<file path="config.mk">
export PLATFORM = sky130hd
export DESIGN_NAME = onchip_mem_test_master
export DESIGN_NICKNAME = d
export VERILOG_FILES = /design/src/rtl/onchip_mem_test_master.sv
export SDC_FILE = /design/constraint.sdc
export NUM_CORES = 1
export LEC_CHECK = 0
export CORE_UTILIZATION = 50
export CTS_CLUSTER_DIAMETER = 120
export DETAILED_ROUTE_END_ITERATION = 10
export GPL_ROUTABILITY_DRIVEN = 0
export PLACE_DENSITY = 0.74
export SLEW_MARGIN = 20
export SYNTH_ARGS = -nofsm -noshare
export SYNTH_HDL_FRONTEND = slang
export SYNTH_SLANG_ARGS = --single-unit
</file>
<file path="constraint.sdc">
create_clock -name clk -period 9.2 [get_ports clk]
set_clock_uncertainty 0.15 [all_clocks]
set_input_delay 1.84 -clock clk [delete_from_list [all_inputs] [get_ports clk]]
set_output_delay 1.84 -clock clk [all_outputs]
set_load 0.03 [all_outputs]
</file>
<file path="src/rtl/onchip_mem_test_master.sv">
// Avalon-MM self-test initiator: fills a word range with seed+i, reads it back and counts mismatches.
// Define ONCHIP_MEM_TEST_INV_PASS_EN to add a second pass using the inverted pattern ~(seed+i).
module onchip_mem_test_master #(
    parameter int ADDR_W       = 17,
    parameter int DATA_W       = 32,
    parameter int READ_LATENCY = 1
) (
    input  logic                clk,
    input  logic                reset,
    input  logic                start,
    input  logic [ADDR_W-1:0]   cmd_base,
    input  logic [ADDR_W:0]     cmd_count,
    input  logic [DATA_W-1:0]   cmd_seed,
    output logic                busy,
    output logic                done,
    output logic                pass,
    output logic [ADDR_W:0]     err_count,
    output logic [ADDR_W-1:0]   first_err_addr,
    output logic [ADDR_W-1:0]   avm_address,
    output logic [DATA_W/8-1:0] avm_byteenable,
    output logic                avm_chipselect,
    output logic                avm_write,
    output logic [DATA_W-1:0]   avm_writedata,
    output logic                avm_clken,
    input  logic [DATA_W-1:0]   avm_readdata,
    input  logic                avm_waitrequest
);
    localparam int RL = READ_LATENCY;

    localparam logic [2:0] S_IDLE  = 3'd0;
    localparam logic [2:0] S_WRITE = 3'd1;
    localparam logic [2:0] S_READ  = 3'd2;
    localparam logic [2:0] S_DRAIN = 3'd3;
    localparam logic [2:0] S_DONE  = 3'd4;

    localparam logic [ADDR_W:0] IDX_ZERO = {(ADDR_W+1){1'b0}};
    localparam logic [ADDR_W:0] IDX_ONE  = {{ADDR_W{1'b0}}, 1'b1};
    localparam logic [ADDR_W:0] ERR_MAX  = {(ADDR_W+1){1'b1}};

    function automatic logic [DATA_W-1:0] pattern_f(input logic [DATA_W-1:0] seed,
                                                    input logic [ADDR_W:0]   idx,
                                                    input logic              inv);
        logic [DATA_W-1:0] p;
        p = seed + DATA_W'(idx);
        if (inv) begin
            return ~p;
        end else begin
            return p;
        end
    endfunction

    function automatic logic [ADDR_W-1:0] addr_f(input logic [ADDR_W-1:0] base,
                                                 input logic [ADDR_W:0]   idx);
        return base + idx[ADDR_W-1:0];
    endfunction

    logic [2:0]        state_q, state_d;
    logic [ADDR_W-1:0] base_q, base_d;
    logic [ADDR_W:0]   count_q, count_d;
    logic [DATA_W-1:0] seed_q, seed_d;
    logic [ADDR_W:0]   idx_q, idx_d;
    logic              busy_q, busy_d;
    logic              done_q, done_d;
    logic              pass_q, pass_d;
    logic [ADDR_W:0]   err_q, err_d;
    logic [ADDR_W-1:0] ferr_q, ferr_d;
    logic              cs_q, cs_d;
    logic              wr_q, wr_d;
    logic [ADDR_W-1:0] addr_q, addr_d;
    logic [DATA_W-1:0] wdata_q, wdata_d;
    logic [RL-1:0]     pv_q, pv_d;
    logic [ADDR_W-1:0] pa_q [RL];
    logic [ADDR_W-1:0] pa_d [RL];
    logic [DATA_W-1:0] pe_q [RL];
    logic [DATA_W-1:0] pe_d [RL];
    logic              inv_s;
    logic              drain_empty_s;
    logic              last_s;
    logic [ADDR_W:0]   idx_nx_s;

`ifdef ONCHIP_MEM_TEST_INV_PASS_EN
    logic inv_q, inv_d;
    assign inv_s = inv_q;
`else
    assign inv_s = 1'b0;
`endif

    assign idx_nx_s = idx_q + IDX_ONE;
    assign last_s   = (idx_q == (count_q - IDX_ONE));

    // Next-state, request generation, readback pipeline and compare
    always_comb begin
        state_d = state_q;
        base_d  = base_q;
        count_d = count_q;
        seed_d  = seed_q;
        idx_d   = idx_q;
        busy_d  = busy_q;
        done_d  = 1'b0;
        pass_d  = pass_q;
        err_d   = err_q;
        ferr_d  = ferr_q;
        cs_d    = cs_q;
        wr_d    = wr_q;
        addr_d  = addr_q;
        wdata_d = wdata_q;
`ifdef ONCHIP_MEM_TEST_INV_PASS_EN
        inv_d   = inv_q;
`endif
        pv_d[0] = 1'b0;
        pa_d[0] = pa_q[0];
        pe_d[0] = pe_q[0];
        for (int j = 1; j < RL; j++) begin
            pv_d[j] = pv_q[j-1];
            pa_d[j] = pa_q[j-1];
            pe_d[j] = pe_q[j-1];
        end
        // Only the oldest slot may still be occupied when leaving DRAIN; it is compared on that edge.
        drain_empty_s = 1'b1;
        for (int j = 0; j < RL - 1; j++) begin
            if (pv_q[j]) begin
                drain_empty_s = 1'b0;
            end else begin
                drain_empty_s = drain_empty_s;
            end
        end

        if (pv_q[RL-1] && (avm_readdata != pe_q[RL-1])) begin
            if (err_q != ERR_MAX) begin
                err_d = err_q + IDX_ONE;
            end else begin
                err_d = err_q;
            end
            if (err_q == IDX_ZERO) begin
                ferr_d = pa_q[RL-1];
            end else begin
                ferr_d = ferr_q;
            end
        end else begin
            err_d = err_q;
        end

        case (state_q)
            S_IDLE: begin
                if (start && !done_q) begin
                    base_d  = cmd_base;
                    count_d = cmd_count;
                    seed_d  = cmd_seed;
                    idx_d   = IDX_ZERO;
                    busy_d  = 1'b1;
                    pass_d  = 1'b0;
                    err_d   = IDX_ZERO;
                    ferr_d  = {ADDR_W{1'b0}};
`ifdef ONCHIP_MEM_TEST_INV_PASS_EN
                    inv_d   = 1'b0;
`endif
                    if (cmd_count == IDX_ZERO) begin
                        state_d = S_DONE;
                    end else begin
                        state_d = S_WRITE;
                        cs_d    = 1'b1;
                        wr_d    = 1'b1;
                        addr_d  = cmd_base;
                        wdata_d = cmd_seed;
                    end
                end else begin
                    state_d = S_IDLE;
                end
            end
            S_WRITE: begin
                if (!avm_waitrequest) begin
                    if (last_s) begin
                        state_d = S_READ;
                        idx_d   = IDX_ZERO;
                        wr_d    = 1'b0;
                        addr_d  = base_q;
                    end else begin
                        idx_d   = idx_nx_s;
                        addr_d  = addr_f(base_q, idx_nx_s);
                        wdata_d = pattern_f(seed_q, idx_nx_s, inv_s);
                    end
                end else begin
                    state_d = S_WRITE;
                end
            end
            S_READ: begin
                if (!avm_waitrequest) begin
                    pv_d[0] = 1'b1;
                    pa_d[0] = addr_q;
                    pe_d[0] = pattern_f(seed_q, idx_q, inv_s);
                    if (last_s) begin
                        state_d = S_DRAIN;
                        idx_d   = IDX_ZERO;
                        cs_d    = 1'b0;
                    end else begin
                        idx_d   = idx_nx_s;
                        addr_d  = addr_f(base_q, idx_nx_s);
                    end
                end else begin
                    state_d = S_READ;
                end
            end
            S_DRAIN: begin
                if (drain_empty_s) begin
`ifdef ONCHIP_MEM_TEST_INV_PASS_EN
                    if (!inv_q) begin
                        state_d = S_WRITE;
                        inv_d   = 1'b1;
                        cs_d    = 1'b1;
                        wr_d    = 1'b1;
                        addr_d  = base_q;
                        wdata_d = pattern_f(seed_q, IDX_ZERO, 1'b1);
                    end else begin
                        state_d = S_DONE;
                    end
`else
                    state_d = S_DONE;
`endif
                end else begin
                    state_d = S_DRAIN;
                end
            end
            S_DONE: begin
                state_d = S_IDLE;
                done_d  = 1'b1;
                busy_d  = 1'b0;
                pass_d  = (err_q == IDX_ZERO);
            end
            default: begin
                state_d = S_IDLE;
                busy_d  = 1'b0;
                cs_d    = 1'b0;
                wr_d    = 1'b0;
            end
        endcase
    end

    // State and registered output update
    always_ff @(posedge clk or posedge reset) begin
        if (reset) begin
            state_q <= S_IDLE;
            base_q  <= {ADDR_W{1'b0}};
            count_q <= IDX_ZERO;
            seed_q  <= {DATA_W{1'b0}};
            idx_q   <= IDX_ZERO;
            busy_q  <= 1'b0;
            done_q  <= 1'b0;
            pass_q  <= 1'b0;
            err_q   <= IDX_ZERO;
            ferr_q  <= {ADDR_W{1'b0}};
            cs_q    <= 1'b0;
            wr_q    <= 1'b0;
            addr_q  <= {ADDR_W{1'b0}};
            wdata_q <= {DATA_W{1'b0}};
            pv_q    <= {RL{1'b0}};
            for (int j = 0; j < RL; j++) begin
                pa_q[j] <= {ADDR_W{1'b0}};
                pe_q[j] <= {DATA_W{1'b0}};
            end
`ifdef ONCHIP_MEM_TEST_INV_PASS_EN
            inv_q   <= 1'b0;
`endif
        end else begin
            state_q <= state_d;
            base_q  <= base_d;
            count_q <= count_d;
            seed_q  <= seed_d;
            idx_q   <= idx_d;
            busy_q  <= busy_d;
            done_q  <= done_d;
            pass_q  <= pass_d;
            err_q   <= err_d;
            ferr_q  <= ferr_d;
            cs_q    <= cs_d;
            wr_q    <= wr_d;
            addr_q  <= addr_d;
            wdata_q <= wdata_d;
            pv_q    <= pv_d;
            pa_q    <= pa_d;
            pe_q    <= pe_d;
`ifdef ONCHIP_MEM_TEST_INV_PASS_EN
            inv_q   <= inv_d;
`endif
        end
    end

    assign busy           = busy_q;
    assign done           = done_q;
    assign pass           = pass_q;
    assign err_count      = err_q;
    assign first_err_addr = ferr_q;
    assign avm_address    = addr_q;
    assign avm_byteenable = {(DATA_W/8){1'b1}};
    assign avm_chipselect = cs_q;
    assign avm_write      = wr_q;
    assign avm_writedata  = wdata_q;
    assign avm_clken      = 1'b1;

endmodule

</file>
# Word-level counts from Yosys, hierarchy flattened
# Cells that the tools add are included.
[totals]
inputBits = 103
output_inout_bits = 94
elab_cells = 113
regBits = 227
[op_classes]
n_reduce_logical = 24
add_sub_neg = 6
n_eq_ne = 18
n_mux = 44
bitwise_logic = 4
[ops]
columns = ["operator", "count"]
rows = [
  ["$mux 17", 10],
  ["$mux 32", 4],
  ["$mux 18", 7],
  ["$add 32x18->32", 2],
  ["$pmux 32 s2", 1],
  ["$pmux 17 s3", 1],
  ["$add 18x1->18 const B", 2],
  ["$logic_not 18->1", 2],
  ["$pmux 18 s2", 1],
  ["$ne 32x32->1", 1],
  ["$eq 18x18->1", 1],
  ["$mux 3", 6],
  ["$ne 18x18->1 const B", 1],
  ["$ne 2x2->1 const B", 9],
  ["$sub 18x1->18 const B", 1],
  ["$add 17x17->17", 1],
  ["$reduce_and 5->1", 3],
  ["$pmux 3 s4", 1],
  ["$reduce_and 2->1", 5],
  ["$mux 1", 9],
  ["$reduce_or 3->1", 3],
  ["$eq 3x2->1 const B", 2],
  ["$ne 3x3->1 const B", 2],
  ["$pmux 1 s3", 2],
  ["12 further kinds", 19],
]

# Depth between registers and ports, before layout
[depth]
word_depth = 5
ltp_mapped = 17

# Worst setup path after synthesis
# Ideal clock, no wire load.
[synth_path]
path_type = "input port to flip-flop"
startpoint = "input port avm_readdata[11]"
endpoint = "register ferr_q[10], in the netlist first_err_addr[10]"
required_ps = 8918
path_stages = 9
setup_time_ps = 132
arrival_ps = 3938
path_slack_ps = 4980
path_cell_list = "xor2_1 nor4_1 nand4_1 o21ai_0 or4_1 clkbuf_1 clkbuf_1 mux2i_1 nor2_1"
[synth_via]
elab_chain_len = 5
[synth_lines]
columns = ["element", "line", "rtl"]
rows = [
  ["start: declaration", "25", "input logic [DATA_W-1:0] avm_readdata,"],
  ["$ne 32x32->1 *", "128", "if (pv_q[RL-1] && (avm_readdata != pe_q[RL-1])) begin"],
  ["$logic_and 1x1->1 *", "128", ""],
  ["$mux 17 *", "128", ""],
  ["$mux 17", "145", "if (start && !done_q) begin"],
  ["$mux 17 *", "143", "case (state_q)"],
  ["net ferr_d[10]", "66", "logic [ADDR_W-1:0] ferr_q, ferr_d;"],
  ["end signal: assignment", "250", "ferr_q <= {ADDR_W{1'b0}};"],
  ["end signal: assignment", "273", "ferr_q <= ferr_d;"],
  ["end: declaration", "66", ""],
]
# The timed path passes the listed nets; every way through them passes the cells marked *.
# A chain may end at the register's enable or synchronous reset.

# Worst setup path after layout
[layout_path]
startpoint = "input port cmd_count[3]"
endpoint = "register wdata_q[27], in the netlist avm_writedata[27]"
[layout_via]
elab_chain_len = 3
[layout_lines]
columns = ["element", "line", "rtl"]
rows = [
  ["start: declaration", "12", "input logic [ADDR_W:0] cmd_count,"],
  ["$logic_not 18->1", "157", "if (cmd_count == IDX_ZERO) begin"],
  ["$ne 2x2->1 (no line)", "-", ""],
  ["$reduce_and 5->1 (no line)", "-", ""],
  ["end signal: assignment", "254", "wdata_q <= {DATA_W{1'b0}};"],
  ["end signal: assignment", "277", "wdata_q <= wdata_d;"],
  ["end: declaration", "70", "logic [DATA_W-1:0] wdata_q, wdata_d;"],
]
# No other way between the ends.

==> results.md <==
* Commonest non-fill, non-tap cell in the layout: nand2_1
* H-tree depth at 1
* P&R area growth vs syn at 22.3%
* Fin crit share at 53.9%
* Cell internal pwr at 2.75 mW
* Worst reg-to-reg path cell count at 16
* CTS max path bufs at 3
* Post-synthesis instance total at 1569
* Syn_area_per_cell at 8.63 µm²
* CTS tree: built
* Pin count of the biggest net entering global routing at 88
* Setup crit start: cmd_count[3]
* CP max-delay cell: nor4_1
* Final Slew Violations at 0
* Sink Count at 227
* Bufs and invs on worst path at 2
* Largest family of logic cells by synthesized area: simple AND/OR/NAND/NOR gates
* Layout Nets at 1896
* Critical Path Sink: avm_writedata[27]$_DFFE_PP0P_
* Tightest Pin Transition at 1.14 ns
* VDD IR-drop max at 0.140 mV
* FMAX at 202 MHz
* Row count at 59
* P per Cell Area at 287 nW/µm²
* DIE HEIGHT at 167 µm
* Final Hold Viols at 0
* Initial Utilization at 51.5%
* Commonest non-fill, non-tap cells in the layout: 350 x nand2_1, 227 x dfrtp_1, 191 x clkdlybuf4s50_1, 126 x nor2_1, 82 x xor2_1
* Core area at 26300 µm²
* Final non-filler cell total at 2088
* First-pass GRT wire length at 61400 µm
* Max cap viols at 0
* Crit path launch type: input port
* WL per Instance at 17.9 µm
* Synth area leaders: dfrtp_1 42%, nand2_1 9.8%, xor2_1 5.3%
* Number of port buffers at 191
* Ratio of cells with drive above 1 in the final layout at 4.91%
* Main synth FF type: dfrtp_1
* Switching power share of the total at 42.1%
* Synthesized cell area at 13500 µm²
* Num CTS Buffers at 26
* Setup Viol. Count Final at 0
* CP Depth at 9
* Multi-input logic area at 7440 µm²
* Hold slack at 0.327 ns
* WP data arrival at 5.17 ns
* Die area at 27800 µm²
* Violated checks: DRC
* Setup bufs post-CTS at 0
* Sequential power share at 33.0%
* Top-level port count at 197
* Async S/R FF share, synth at 100%
* Vias in the first global route at 11700
* Synth top area share at 41.9%
* Dpl cells at 2041
* Worst-path cell chain: clkdlybuf4s50_1 -> or4_1 -> nor4_1 -> o22ai_1 -> nand3_1 -> a21oi_4 -> buf_4 -> nand2_1 -> o221ai_1
* Hold Crit Class: register to register
* Fillers at 2236
* Required time worst endpoint at 9.41 ns
* Synth area leader: dfrtp_1
* Reg2reg start: idx_q[0]$_DFFE_PP0P_
* Unrepaired setup endpoints after global routing: false
* Register area at 5680 µm²
* Warnings, synthesis at 0
* Leakage power at 7.75 nW
* Drc violations at 19
* Delay-heaviest family, CP: simple AND/OR/NAND/NOR gates
* Gate power share at 45.7%
* Worst-path clk slew at 0.06 ns
* Switching pwr at 2.00 mW
* Post-Synth Simple-Gate Area at 22.4%
* Count of state elements after synthesis at 227
* CTS Hold Buffers Added at 0
* ANT nets after route at 0
* Synth Area in XOR/XNOR at 9.70%
* Number of synthesized flops with an enable pin at 0
* Die W at 167 µm
* CP peak stage delay at 0.93 ns
* Crit end category: register
* Clk root buf: clkbuf_16
* Status: finished, violations left
* Starting DRT DRC Count at 1250
* Vias at 12000
* Hpwl dp at 27700 µm
* Grt total ovfl at 0
* Setup TNS at 0 ns
* DR pass1 iterations at 9
* Initial antenna violation count at 1
* Via-to-Cell Ratio at 5.77
* Slew Limit Headroom at 23.2%
* Clock Latency Late Sink at 0.53 ns
* Critical Path Fanout Max at 58
* Post-Route WL at 37500 µm
* Post-cts sizing count at 0
* Mux cell area share after synthesis at 2.33%
* Fin crit period at 4.96 ns
* Synth cell types at 76
* Reg2Reg Setup Slack at 4.38 ns
* Clk pwr share at 21.3%
* Sequential share of the synthesized area at 41.9%
* CP Class: input port to register
* Post-Synth Adder-Cell Area at 5.62%
* Critical register-to-register path endpoint: avm_writedata[22]$_DFFE_PP0P_
* Compound-cell area share of the yosys netlist at 14.5%
* GRT Total Usage at 27.2%
==> worst min path at each step <==
stage | startpoint | to | slack [ns] | cells past startpoint
after floorplan | pa_q[0]$_DFFE_PP0P_ | pa_q[0]$_DFFE_PP0P_ | 0.30 | 2
after global placement | pa_q[11]$_DFFE_PP0P_ | pa_q[11]$_DFFE_PP0P_ | 0.31 | 2
after global routing | pa_q[8]$_DFFE_PP0P_ | pa_q[8]$_DFFE_PP0P_ | 0.35 | 2
after detailed placement | pa_q[15]$_DFFE_PP0P_ | pa_q[15]$_DFFE_PP0P_ | 0.31 | 2
after CTS | pa_q[15]$_DFFE_PP0P_ | pa_q[15]$_DFFE_PP0P_ | 0.33 | 2
final | pa_q[15]$_DFFE_PP0P_ | pa_q[15]$_DFFE_PP0P_ | 0.33 | 2
==> cell families (layout without fill, tap and decap cells) <==
kind of cell / Yosys count / count (layout)
XOR/XNOR: 150 / 150
AO/OA/AOI/OAI: 305 / 305
other: 1 / 6
flip-flops: 227 / 227
buffers and inverters: 113 / 292
AND/OR/NAND/NOR: 684 / 684
adder cells (fa/ha/maj): 59 / 59
multiplexers: 30 / 30
==> cell usage after synthesis (11+ instances only) <==
cell,count
nand2_1,352
mux2i_1,18
xnor2_1,68
o31ai_1,12
a21o_1,15
nor2_1,126
and3_1,18
nand3_1,65
inv_1,41
mux2_2,11
a21oi_1,80
a31oi_1,12
o211ai_1,11
o21ai_0,75
nand4_1,13
clkbuf_1,53
xor2_1,82
dfrtp_1,227
ha_1,56
nor3_1,30
nor4_1,23
or3_1,19
a211oi_1,14
a22o_1,15
==> flip-flops by register name, summed over array words and instances (netlist names) <==
register        cells
first_err_addr     17
base_q             17
done                1
state_q             3
err_count          18
avm_chipselect      1
pass                1
avm_write           1
seed_q             32
avm_address        17
idx_q              18
pe_q               32
pv_q                1
busy                1
avm_writedata      32
count_q            18
pa_q               17
==> per-stage QoR <==
stage | setup slack (ns) | total power, mW | cell area, µm² | util, %
after CTS | 4.41 | 4.76 | 16600 | 63.0
after detailed placement | 3.91 | 3.73 | 15700 | 59.8
after floorplan | 0.990 | 3.01 | 13600 | -
after global routing | 3.98 | 5.05 | 16600 | 63.0
final | 4.24 | 4.76 | 16600 | 63.0
after global placement | 4.07 | 3.67 | 15700 | 59.8
==> power by group through the flow <==
stage	registers, mW	clock network, mW	logic, mW
3_5_place_dp	1.58	0	2.15
2_1_floorplan	1.68	0	1.33
4_1_cts	1.57	1.03	2.17
5_1_grt	1.61	1.07	2.37
3_3_place_gp	1.57	0	2.10
6_report	1.57	1.01	2.17
==> metal layers <==
metal	part of all wire, %	global-route usage, %
met2	48	45.5
met1	44	37.1
met3	5.9	3.11
met5	0	0
met4	2.9	8.21
==> final cells by class <==
class,instances,area share (%)
flip-flops and latches,227,34.3
well taps,335,2.53
repair buffers,204,12.1
inverters,42,0.997
clock inverters,6,0.332
multi-input cells,1233,44.9
clock buffers,40,4.74
diodes,1,0.0151
==> worst reg2reg max path, cell delays in order, from the launching register on <==
cell and delay (ns):
dfrtp_1 0.47, inv_1 0.17, nor3_1 0.41, nand3_1 0.19, nor2_1 0.16, nand2_1 0.08
xnor2_1 0.38, ha_1 0.37, a21o_1 0.23, a21o_1 0.19, a21oi_1 0.23, o21ai_0 0.14
o31ai_1 0.83, nor2_1 0.11, xnor2_1 0.21, o21ai_0 0.10, mux2_2 0.29
(Power assumes the default switching activity.)
